<file path="src/rtl/decode_top_pkg.sv">
// -----------------------------------------------------------------------------
// decode_top_pkg
// Shared core constants and types for the decode stage.
//   - SoC widths (PC, instruction, register file geometry)
//   - opcode encodings and instruction field positions
//   - decode_req_t  : request handed to the ALU stage
//   - decode_xcpt_t : decode exception report
//   - classify()    : per-opcode legality / operand-usage lookup
// -----------------------------------------------------------------------------
package decode_top_pkg;

    localparam int PC_WIDTH     = 32;
    localparam int INSTR_WIDTH  = 32;
    localparam int REG_FILE_NUM = 32;
    localparam int REG_WIDTH    = 32;

    localparam int REG_IDX_W    = $clog2(REG_FILE_NUM);
    localparam int OPCODE_W     = 7;
    localparam int IMM_W        = 15;

    // Instruction field positions: opcode[31:25] rd[24:20] ra[19:15] rb[14:10] imm15[14:0]
    localparam int OPCODE_LSB   = 25;
    localparam int RD_LSB       = 20;
    localparam int RA_LSB       = 15;
    localparam int RB_LSB       = 10;

    typedef enum logic [OPCODE_W-1:0] {
        OP_ADD  = 7'h00,
        OP_SUB  = 7'h01,
        OP_MUL  = 7'h02,
        OP_ADDI = 7'h03,
        OP_LDW  = 7'h11,
        OP_STW  = 7'h13,
        OP_BEQ  = 7'h30,
        OP_JUMP = 7'h31,
        OP_NOP  = 7'h7F
    } opcode_e;

    typedef enum logic [1:0] {
        XCPT_NONE     = 2'd0,
        ILLEGAL_INSTR = 2'd1
    } xcpt_cause_e;

    typedef struct packed {
        opcode_e                opcode;
        logic [REG_IDX_W-1:0]   rd;
        logic [REG_WIDTH-1:0]   ra_data;
        logic [REG_WIDTH-1:0]   rb_data;
        logic [REG_WIDTH-1:0]   imm;
        logic [PC_WIDTH-1:0]    pc;
        logic                   writes_rd;
    } decode_req_t;

    typedef struct packed {
        logic                   valid;
        xcpt_cause_e            cause;
        logic [PC_WIDTH-1:0]    pc;
    } decode_xcpt_t;

    typedef struct packed {
        logic legal;
        logic reads_ra;
        logic reads_rb;
        logic writes_rd;
    } op_class_t;

    // Operand usage per opcode. A destination of r0 never counts as a write,
    // so it can neither set a pending bit nor create a WAW hazard.
    function automatic op_class_t classify(input logic [OPCODE_W-1:0]  op,
                                           input logic [REG_IDX_W-1:0] rd);
        op_class_t c;
        c = '0;
        case (op)
            OP_ADD, OP_SUB, OP_MUL: begin
                c.legal     = 1'b1;
                c.reads_ra  = 1'b1;
                c.reads_rb  = 1'b1;
                c.writes_rd = 1'b1;
            end
            OP_ADDI, OP_LDW: begin
                c.legal     = 1'b1;
                c.reads_ra  = 1'b1;
                c.writes_rd = 1'b1;
            end
            OP_STW, OP_BEQ: begin
                c.legal     = 1'b1;
                c.reads_ra  = 1'b1;
                c.reads_rb  = 1'b1;
            end
            OP_JUMP: begin
                c.legal     = 1'b1;
                c.reads_ra  = 1'b1;
            end
            OP_NOP: begin
                c.legal     = 1'b1;
            end
            default: begin
                c = '0;
            end
        endcase
        if (rd == '0) begin
            c.writes_rd = 1'b0;
        end
        return c;
    endfunction

endpackage

</file>
<file path="src/rtl/decode_top_regfile.sv">
// -----------------------------------------------------------------------------
// decode_top_regfile
// 32 x 32 register file: two asynchronous read ports, one synchronous write
// port, r0 hardwired to zero. All registers clear on reset.
//   clock, reset                  : clock / async active-high reset
//   i_wr_en, i_wr_addr, i_wr_data : write port (effective at the clock edge)
//   i_rd_addr_a / o_rd_data_a     : read port A
//   i_rd_addr_b / o_rd_data_b     : read port B
// -----------------------------------------------------------------------------
module decode_top_regfile
    import decode_top_pkg::*;
(
    input  logic                 clock,
    input  logic                 reset,
    input  logic                 i_wr_en,
    input  logic [REG_IDX_W-1:0] i_wr_addr,
    input  logic [REG_WIDTH-1:0] i_wr_data,
    input  logic [REG_IDX_W-1:0] i_rd_addr_a,
    output logic [REG_WIDTH-1:0] o_rd_data_a,
    input  logic [REG_IDX_W-1:0] i_rd_addr_b,
    output logic [REG_WIDTH-1:0] o_rd_data_b
);

    logic [REG_WIDTH-1:0] w_regs [REG_FILE_NUM];

    assign w_regs[0] = '0;

    // Register zero has no storage; the others each own a word.
    genvar gi;
    generate
        for (gi = 1; gi < REG_FILE_NUM; gi++) begin : g_reg
            logic [REG_WIDTH-1:0] r_word;

            always_ff @(posedge clock or posedge reset) begin
                if (reset) begin
                    r_word <= '0;
                end else if (i_wr_en && (i_wr_addr == REG_IDX_W'(gi))) begin
                    r_word <= i_wr_data;
                end
            end

            assign w_regs[gi] = r_word;
        end
    endgenerate

    assign o_rd_data_a = w_regs[i_rd_addr_a];
    assign o_rd_data_b = w_regs[i_rd_addr_b];

endmodule

</file>
<file path="src/rtl/decode_top.sv">
// -----------------------------------------------------------------------------
// decode_top
// Decode stage: decodes one instruction per cycle from fetch, reads operands,
// tracks outstanding register writes with a per-register pending scoreboard,
// stalls fetch on RAW/WAW hazards or downstream back-pressure, and raises an
// exception for illegal opcodes.
//
// Ports
//   clock, reset                    : clock / async active-high reset
//   fetch_instr_valid/_data/_pc     : instruction from fetch
//   stall_fetch                     : combinational hold request to fetch
//   stall_decode                    : ALU stage cannot accept; hold outputs
//   flush_decode                    : kill held request and incoming instr
//   wb_valid, wb_dest, wb_data      : register-file write from writeback
//   alu_req_valid, alu_req_info     : registered decoded request (latency 1)
//   xcpt_decode                     : registered illegal-instruction report
//
// Configuration
//   DECODE_WB_BYPASS_EN : when defined, a source register written back in the
//   same cycle is forwarded from wb_data instead of stalling one more cycle.
// -----------------------------------------------------------------------------
module decode_top
    import decode_top_pkg::*;
(
    input  logic                   clock,
    input  logic                   reset,
    input  logic                   fetch_instr_valid,
    input  logic [INSTR_WIDTH-1:0] fetch_instr_data,
    input  logic [PC_WIDTH-1:0]    fetch_instr_pc,
    output logic                   stall_fetch,
    input  logic                   stall_decode,
    input  logic                   flush_decode,
    input  logic                   wb_valid,
    input  logic [REG_IDX_W-1:0]   wb_dest,
    input  logic [REG_WIDTH-1:0]   wb_data,
    output logic                   alu_req_valid,
    output decode_req_t            alu_req_info,
    output decode_xcpt_t           xcpt_decode
);

    // ---------------------------------------------------------------- fields
    logic [OPCODE_W-1:0]  w_op;
    logic [REG_IDX_W-1:0] w_rd;
    logic [REG_IDX_W-1:0] w_ra;
    logic [REG_IDX_W-1:0] w_rb;
    op_class_t            w_cls;

    assign w_op  = fetch_instr_data[OPCODE_LSB +: OPCODE_W];
    assign w_rd  = fetch_instr_data[RD_LSB     +: REG_IDX_W];
    assign w_ra  = fetch_instr_data[RA_LSB     +: REG_IDX_W];
    assign w_rb  = fetch_instr_data[RB_LSB     +: REG_IDX_W];
    assign w_cls = classify(w_op, w_rd);

    // -------------------------------------------------------- register file
    logic [REG_WIDTH-1:0] w_rf_a;
    logic [REG_WIDTH-1:0] w_rf_b;

    decode_top_regfile u_regfile (
        .clock       (clock),
        .reset       (reset),
        .i_wr_en     (wb_valid),
        .i_wr_addr   (wb_dest),
        .i_wr_data   (wb_data),
        .i_rd_addr_a (w_ra),
        .o_rd_data_a (w_rf_a),
        .i_rd_addr_b (w_rb),
        .o_rd_data_b (w_rf_b)
    );

    // ------------------------------------------------------------ forwarding
    logic w_fwd_a;
    logic w_fwd_b;

`ifdef DECODE_WB_BYPASS_EN
    assign w_fwd_a = wb_valid && (wb_dest == w_ra) && (w_ra != '0);
    assign w_fwd_b = wb_valid && (wb_dest == w_rb) && (w_rb != '0);
`else
    assign w_fwd_a = 1'b0;
    assign w_fwd_b = 1'b0;
`endif

    logic [REG_WIDTH-1:0] w_ra_data;
    logic [REG_WIDTH-1:0] w_rb_data;

    // Unused operands are presented as zero so the request is deterministic.
    assign w_ra_data = !w_cls.reads_ra ? '0 : (w_fwd_a ? wb_data : w_rf_a);
    assign w_rb_data = !w_cls.reads_rb ? '0 : (w_fwd_b ? wb_data : w_rf_b);

    // ------------------------------------------------------ hazard detection
    logic [REG_FILE_NUM-1:0] r_pending;
    logic [REG_FILE_NUM-1:0] w_pending_next;
    logic w_busy_a;
    logic w_busy_b;
    logic w_waw;
    logic w_hazard;
    logic w_accept;

    // r_pending[0] is held at zero, so r0 sources never look busy.
    assign w_busy_a = w_cls.reads_ra && r_pending[w_ra] && !w_fwd_a;
    assign w_busy_b = w_cls.reads_rb && r_pending[w_rb] && !w_fwd_b;
    // A destination freed in the same cycle is still a WAW hazard: the
    // scoreboard bit only drops at the edge.
    assign w_waw    = w_cls.writes_rd && r_pending[w_rd];
    assign w_hazard = fetch_instr_valid && (w_busy_a || w_busy_b || w_waw);

    assign stall_fetch = stall_decode || w_hazard;
    assign w_accept    = fetch_instr_valid && !w_hazard && !stall_decode && !flush_decode;

    // ------------------------------------------------------------ scoreboard
    decode_req_t  r_req_info;
    logic         r_req_valid;
    decode_xcpt_t r_xcpt;

    // Clears are applied before the set so that a writeback and a new
    // writer targeting the same register leave the bit set.
    always_comb begin
        w_pending_next = r_pending;
        if (wb_valid) begin
            w_pending_next[wb_dest] = 1'b0;
        end
        // A flushed request never reaches writeback, so give its register back.
        if (flush_decode && r_req_valid && r_req_info.writes_rd) begin
            w_pending_next[r_req_info.rd] = 1'b0;
        end
        if (w_accept && w_cls.legal && w_cls.writes_rd) begin
            w_pending_next[w_rd] = 1'b1;
        end
        w_pending_next[0] = 1'b0;
    end

    always_ff @(posedge clock or posedge reset) begin
        if (reset) begin
            r_pending <= '0;
        end else begin
            r_pending <= w_pending_next;
        end
    end

    // ----------------------------------------------------- output register
    decode_req_t w_req_next;

    always_comb begin
        w_req_next           = '0;
        w_req_next.opcode    = opcode_e'(w_op);
        w_req_next.rd        = w_rd;
        w_req_next.ra_data   = w_ra_data;
        w_req_next.rb_data   = w_rb_data;
        w_req_next.imm       = {{(REG_WIDTH-IMM_W){fetch_instr_data[IMM_W-1]}},
                                fetch_instr_data[IMM_W-1:0]};
        w_req_next.pc        = fetch_instr_pc;
        w_req_next.writes_rd = w_cls.writes_rd;
    end

    always_ff @(posedge clock or posedge reset) begin
        if (reset) begin
            r_req_valid <= 1'b0;
            r_req_info  <= '0;
            r_xcpt      <= '0;
        end else if (flush_decode) begin
            r_req_valid  <= 1'b0;
            r_xcpt.valid <= 1'b0;
        end else if (!stall_decode) begin
            if (w_accept && w_cls.legal) begin
                r_req_valid  <= 1'b1;
                r_req_info   <= w_req_next;
                r_xcpt.valid <= 1'b0;
            end else if (w_accept) begin
                // Illegal opcode: report it, issue nothing.
                r_req_valid  <= 1'b0;
                r_xcpt.valid <= 1'b1;
                r_xcpt.cause <= ILLEGAL_INSTR;
                r_xcpt.pc    <= fetch_instr_pc;
            end else begin
                // Nothing offered, or a hazard: insert a bubble.
                r_req_valid  <= 1'b0;
                r_xcpt.valid <= 1'b0;
            end
        end
    end

    assign alu_req_valid = r_req_valid;
    assign alu_req_info  = r_req_info;
    assign xcpt_decode   = r_xcpt;

endmodule

</file>
<file path="config.mk">
export PLATFORM = sky130hd
export DESIGN_NAME = decode_top
export DESIGN_NICKNAME = d
export VERILOG_FILES = /design/src/rtl/decode_top_pkg.sv /design/src/rtl/decode_top_regfile.sv /design/src/rtl/decode_top.sv
export SDC_FILE = /design/constraint.sdc
export NUM_CORES = 2
export LEC_CHECK = 0
export CAP_MARGIN = 20
export CORE_MARGIN = 4
export CORE_UTILIZATION = 55
export CTS_BUF_LIST = sky130_fd_sc_hd__clkbuf_4
export CTS_CLUSTER_DIAMETER = 100
export DETAILED_ROUTE_END_ITERATION = 12
export PLACE_DENSITY = 0.74
export SLEW_MARGIN = 5
export SYNTH_ARGS = -nofsm -noshare
export SYNTH_HDL_FRONTEND = slang
export SYNTH_SLANG_ARGS = --single-unit
export TNS_END_PERCENT = 100
</file>
<file path="constraint.sdc">
create_clock -name clock -period 53.6 [get_ports clock]
set_input_delay 10.72 -clock clock [delete_from_list [all_inputs] [get_ports clock]]
set_output_delay 10.72 -clock clock [all_outputs]
set_load 0.05 [all_outputs]
</file>
==> Yosys cells after proc, flatten, opt, wreduce, memory -nomap -nowiden <==
Index checks and enable logic that the tools add are counted.
{ "classes": {"order_cmp": 10, "n_eq_ne": 40, "mux": 37, "n_bitwise": 10, "n_reduce_logical": 59} }
{ "ops": {"columns": ["operator", "n"], "rows": [
  ["$bmux W32 S5", 2],
  ["$mux W32", 9],
  ["$eq A5 B5 Y1 const B", 16],
  ["$mux W33", 2],
  ["$and A32 B32 Y32", 2],
  ["$not A32 Y32", 2],
  ["$logic_and A1 B1 Y1", 45],
  ["$eq A5 B4 Y1 const B", 8],
  ["$mux W35", 1],
  ["$or A32 B32 Y32", 1],
  ["$lt A5 B6 Y1 const B", 5],
  ["$eq A5 B3 Y1 const B", 4],
  ["$mux W1", 17],
  ["$bmux W1 S5", 3],
  ["$demux W1 S5", 3],
  ["$ge A5 B1 Y1 const B", 3],
  ["$eq A7 B2 Y1 const B", 2],
  ["$eq A7 B5 Y1 const B", 2],
  ["$eq A7 B6 Y1 const B", 2],
  ["$ge A6 B6 Y1 const B", 2],
  ["$not A5 Y6", 2],
  ["$eq A5 B2 Y1 const B", 2],
  ["$reduce_or A5 Y1", 2],
  ["$reduce_or A9 Y1", 1],
  ["other kinds (12)", 18]
]} }
{ "word_totals": {"regBits": 1182, "in_bits": 107, "word_cells": 199} }

==> Longest topological paths before layout <==
{ "depth": {"ltp_word": 15, "mapped_depth": 10, "mapped_depth_nobuf": 6} }

==> Modules after synthesis <==
From an unflattened synthesis, not the netlist that was laid out.
{ "hier_totals": {"hier_cells": 4336, "hier_area_um2": 62297.2} }
{ "modules_own_cells": {"columns": ["mod", "n_inst", "cells_per_inst", "area_each_um2", "seq_area_each_um2"], "rows": [
  ["decode_top_regfile", 1, 3636, 53199.8, 24823.8],
  ["decode_top", 1, 700, 9097.5, 4754.6]
]} }

==> Worst setup path after synthesis <==
No wires, ideal clock.
{ "synth_timing": {"path_type": "in2out", "startpoint": "in fetch_instr_data[12]", "endpoint": "out stall_fetch", "arrival_ps": 12426, "t_required_ps": 42880, "path_slack_ps": 30454, "cell_stages": 8, "n_path_buf": 2, "cell_sequence": "buf_2 > nor2b_1 > clkbuf_1 > a221o_1 > a31oi_1 > a2111o_1 > nand3_1 > a21o_1"} }
{ "synth_via": {"elab_chain_len": 7} }
{ "synth_lines": {"columns": ["element", "line_no", "text"], "rows": [
  ["from (decl)", "decode_top.sv:28", "input logic [INSTR_WIDTH-1:0] fetch_instr_data,"],
  ["$bmux W1 S5", "decode_top.sv:100", "assign w_busy_b = w_cls.reads_rb && r_pending[w_rb] && !w_fwd_b;"],
  ["$mux W1 (implied by the code)", "decode_top.sv:100", null],
  ["$logic_and A1 B1 Y1", "decode_top.sv:100", null],
  ["$logic_or A1 B1 Y1 (2 in series)", "decode_top.sv:104", "assign w_hazard = fetch_instr_valid && (w_busy_a || w_busy_b || w_waw);"],
  ["$logic_and A1 B1 Y1", "decode_top.sv:104", null],
  ["$logic_or A1 B1 Y1", "decode_top.sv:106", "assign stall_fetch = stall_decode || w_hazard;"],
  ["to (decl)", "decode_top.sv:30", "output logic stall_fetch,"]
]} }
Every way passes these cells. The select of a mux whose other input is x is not followed.

==> Worst setup path after layout <==
{ "layout_timing": {"startpoint": "in fetch_instr_data[21]", "endpoint": "out stall_fetch"} }
{ "layout_via": {"elab_chain_len": 6, "elab_cells_between_ends": 8, "classes_between": "3 x mux; 5 x reduce/logical"} }
{ "layout_lines": {"columns": ["element", "line_no", "text"], "rows": [
  ["$bmux W1 S5 or $logic_not A5 Y1 (tied branches)", "decode_top.sv:103, decode_top_pkg.sv:101", null],
  ["$mux W1, on equally long branches", "decode_top.sv:103, decode_top_pkg.sv:101", null],
  ["$logic_and A1 B1 Y1 (*)", "decode_top.sv:103", "assign w_waw = w_cls.writes_rd && r_pending[w_rd];"],
  ["$logic_or A1 B1 Y1 (*)", "decode_top.sv:104", null],
  ["$logic_and A1 B1 Y1 (*)", "decode_top.sv:104", null],
  ["$logic_or A1 B1 Y1 (*)", "decode_top.sv:106", null]
]} }
Every way passes the cells marked *; elsewhere a longest branch is shown, timed or not. The select of a mux whose other input is x is not followed.

==> flow_metrics.py <==
metrics = {
    "route": {
        "drc_errors": 0,
        "met3_wirelength_mm": 13.82,
        "wl_met1_mm": 69.44,
        "wire_per_inst_um": 29.17,
        "wirelength_mm": 168.9,
        "vias": 38167,
        "route.met2.wl_mm": 80.61,
        "highest_layer": "met5",
        "firstDrtPassIters": 7,
        "dr.first_iter.drc_count": 3287,
        "postRouteAntennaNets": 0,
        "viasPerCell": 6.592,
    },
    "yosys": {
        "avgSynthCellArea_um2": 16.10,
        "yosysMostFrequentCell": "dfrtp_1",
        "ys_types": 48,
        "netlist_top_cells_count": "dfrtp_1, mux2_2, mux4_2, clkbuf_1, nor2_1",
        "synth_area_um2": 61340,
        "synth_top_area_share": 0.4822,
        "ys_ff_latch": 1182,
        "ys.flop_type": "dfrtp_1",
        "syn-num-nets": 3917,
        "synth_edf_count": 0,
        "synth_cells": 3810,
        "synth.area.top_cells": "dfrtp_1, mux4_2, mux2_2, clkbuf_1, mux2i_1",
        "async_flop_share": 1.000,
        "yosysWarningCount": 0,
        "synth_seq_area_share": 0.4822,
        "yosysTopAreaCell": "dfrtp_1",
    },
    "sta": {
        "post-route-period-util": 0.4625,
        "clock_skew_ns": 0.08912,
        "setup_viol": 0,
        "hold_violations": 0,
        "fin_setup_tns_ns": 0,
        "period_minus_slack_ns": 24.79,
        "max_freq_mhz": 40.34,
        "fin_ws_ns": 28.81,
        "maxSlewViolCount": 0,
        "rsz0062_at_grt": "no",
        "timing.slew.headroom": 0.1844,
        "tightest_slew_ns": 1.221,
    },
    "clock_network": {
        "clock_latency_ns": 1.19,
        "cts-hold-fix-buffers": 0,
        "cts_tree": "built",
        "h-tree-depth": 5,
        "cts-root-buf": "clkbuf_4",
        "cts.sinks": 1182,
        "clk_pin_slew_ns": 0.06,
        "cts_setup_buffers": 0,
        "cts-resized-gates": 0,
        "numCtsBuffers": 335,
        "clockBufferDepth": 4,
    },
    "global_routing": {
        "grt_antenna_before_repair": 4,
        "grt_pass1_vias": 40350,
        "grt_pass1_wl_mm": 256.4,
        "grt_start_max_net_pins": 184,
        "grt_overflow": 0,
        "groute.usage.overall": 0.2930,
    },
    "critical_path": {
        "startpoint_type": "input pin",
        "cp.arrival_ns": 14.07,
        "cp_common_cell": "clkdlybuf4s50_1",
        "worstPathRequired_ns": 42.88,
        "crit_type": "in2out",
        "cp-end-kind": "primary output",
        "critical-path-slowest-cell": "clkdlybuf4s50_1",
        "cpPeakStageDelay_ns": 0.94,
        "critical_path.max_fanout": 33,
        "worstPathCellList": "clkdlybuf4s50_1 > or2_2 > o211ai_1 > buf_4 > or4_4 > nand3_1 > a21o_1 > clkdlybuf4s50_1",
    },
    "placed_design": {
        "pre_cts_slack_ns": 28.79,
        "hpwl_mm": 89.18,
        "portBuffers": 283,
        "gp_congestion": 0.8905,
    },
    "floorplan": {
        "rows": 122,
        "die_h_um": 342.0,
        "die_w_um": 342.0,
        "start_util": 0.5542,
        "pin_count": 285,
        "die_area_um2": 116900,
        "core_area_um2": 110700,
    },
    "layout": {
        "fill_cells": 8289,
        "num-nets-final": 4188,
        "syn_to_final_growth_pct": 12.91,
        "drive_above_1_share": 0.5623,
    },
    "power": {
        "peakVddDrop_mv": 0.01564,
        "p_leak_uw": 0.03029,
        "power.density_nw_per_um2": 36.78,
    },
    "run": {
        "max_cap_viol_count": 0,
    },
    "hold_path": {
        "hold_class": "reg2reg",
    },
    "run_status": {
        "status": "finished, final reports clean",
    },
}
[final timing paths]
check	slack [ns]	cells after the start	startpoint	end
setup reg to reg	50.24	7	r_pending[26]	alu_req_info[86]
hold reg to reg	0.47	1	xcpt_decode[32]	xcpt_decode[32]
hold / removal	0.47	1	xcpt_decode[32]	xcpt_decode[32]
min in group asynchronous	10.16	2	reset	alu_req_info[23]
max in group asynchronous	38.84	7	reset	u_regfile.g_reg[18].r_word[12]
setup / recovery	28.81	8	fetch_instr_data[21]	stall_fetch
[routing by layer]
layer,up-vias,GRT usage
met1,20587,0.4092
met3,348,0.07102
met2,1642,0.4584
met5,-,0
met4,2,0.09783
li1,15588,-
[cells in the final DEF (no fill, tap or decap), types with 5 or more instances in the layout]
| cell type | n |
|---|---|
| buf_8 | 5 |
| o41ai_1 | 31 |
| nand3b_1 | 8 |
| nor2_4 | 12 |
| mux2_2 | 1180 |
| nand2_1 | 9 |
| nand3_1 | 8 |
| bufinv_16 | 7 |
| clkdlybuf4s50_1 | 274 |
| dfrtp_1 | 1182 |
| mux2_1 | 35 |
| clkinv_1 | 36 |
| or3b_2 | 5 |
| buf_4 | 57 |
| nor2b_1 | 6 |
| a22o_1 | 64 |
| nand2_4 | 13 |
| nand2b_1 | 8 |
| clkbuf_4 | 504 |
| o211ai_1 | 19 |
| o221ai_1 | 12 |
| nor2_1 | 72 |
| mux2i_1 | 74 |
| mux4_2 | 594 |
[state kept, by name, indices dropped and copies added (netlist names)]
name,count
r_pending,31
alu_req_info,124
u_regfile.g.r_word,992
alu_req_valid,1
xcpt_decode,34
[layout make-up]
cell class	instances	area, um^2	share of cell area
diodes	2	5.005	0.00007227
clock buffers	504	3784	0.05463
clock inverters	52	391.6	0.005655
inverters	6	35.03	0.0005059
multi-input cells	2209	30170	0.4357
flip-flops and latches	1182	29580	0.4271
well taps	1488	1862	0.02688
repair buffers	347	3427	0.04949
[through the flow]
step | cell area (um^2) | std cells | util | total power [uW] | hold WS [ns]
2_1_floorplan | 61340 | 3810 | - | 1584 | 0.4906
3_3_place_gp | 64980 | 5226 | 0.5872 | 1703 | 0.4514
3_5_place_dp | 64980 | 5226 | 0.5872 | 1727 | 0.4504
4_1_cts | 69160 | 5782 | 0.6249 | 2567 | 0.4652
5_1_grt | 69250 | 5789 | 0.6258 | 2675 | 0.5025
6_report | 69250 | 5790 | 0.6258 | 2547 | 0.4661
[critical path, delay by kind of cell]
family	cells	cell delay, ns
buffers and inverters	3	2.04
AO/OA/AOI/OAI	2	0.25
AND/OR/NAND/NOR	3	1.03
[cells by family (layout without fill, tap and decap cells)]
| group | after synthesis | count (layout) | synth area share |
|---|---|---|---|
| buffers and inverters | 419 | 909 | 0.02992 |
| flip-flops | 1182 | 1182 | 0.4822 |
| multiplexers | 1883 | 1883 | 0.4532 |
| AND/OR/NAND/NOR | 174 | 174 | 0.01399 |
| AO/OA/AOI/OAI | 151 | 151 | 0.02056 |
| other | 1 | 3 | 0.00006114 |
[power breakdown]
part           internal, uW  switching, uW
Combinational           326            226
Clock                   458            376
Sequential             1050            110
Total                  1840            712
Power figures use the tool's default switching activity.
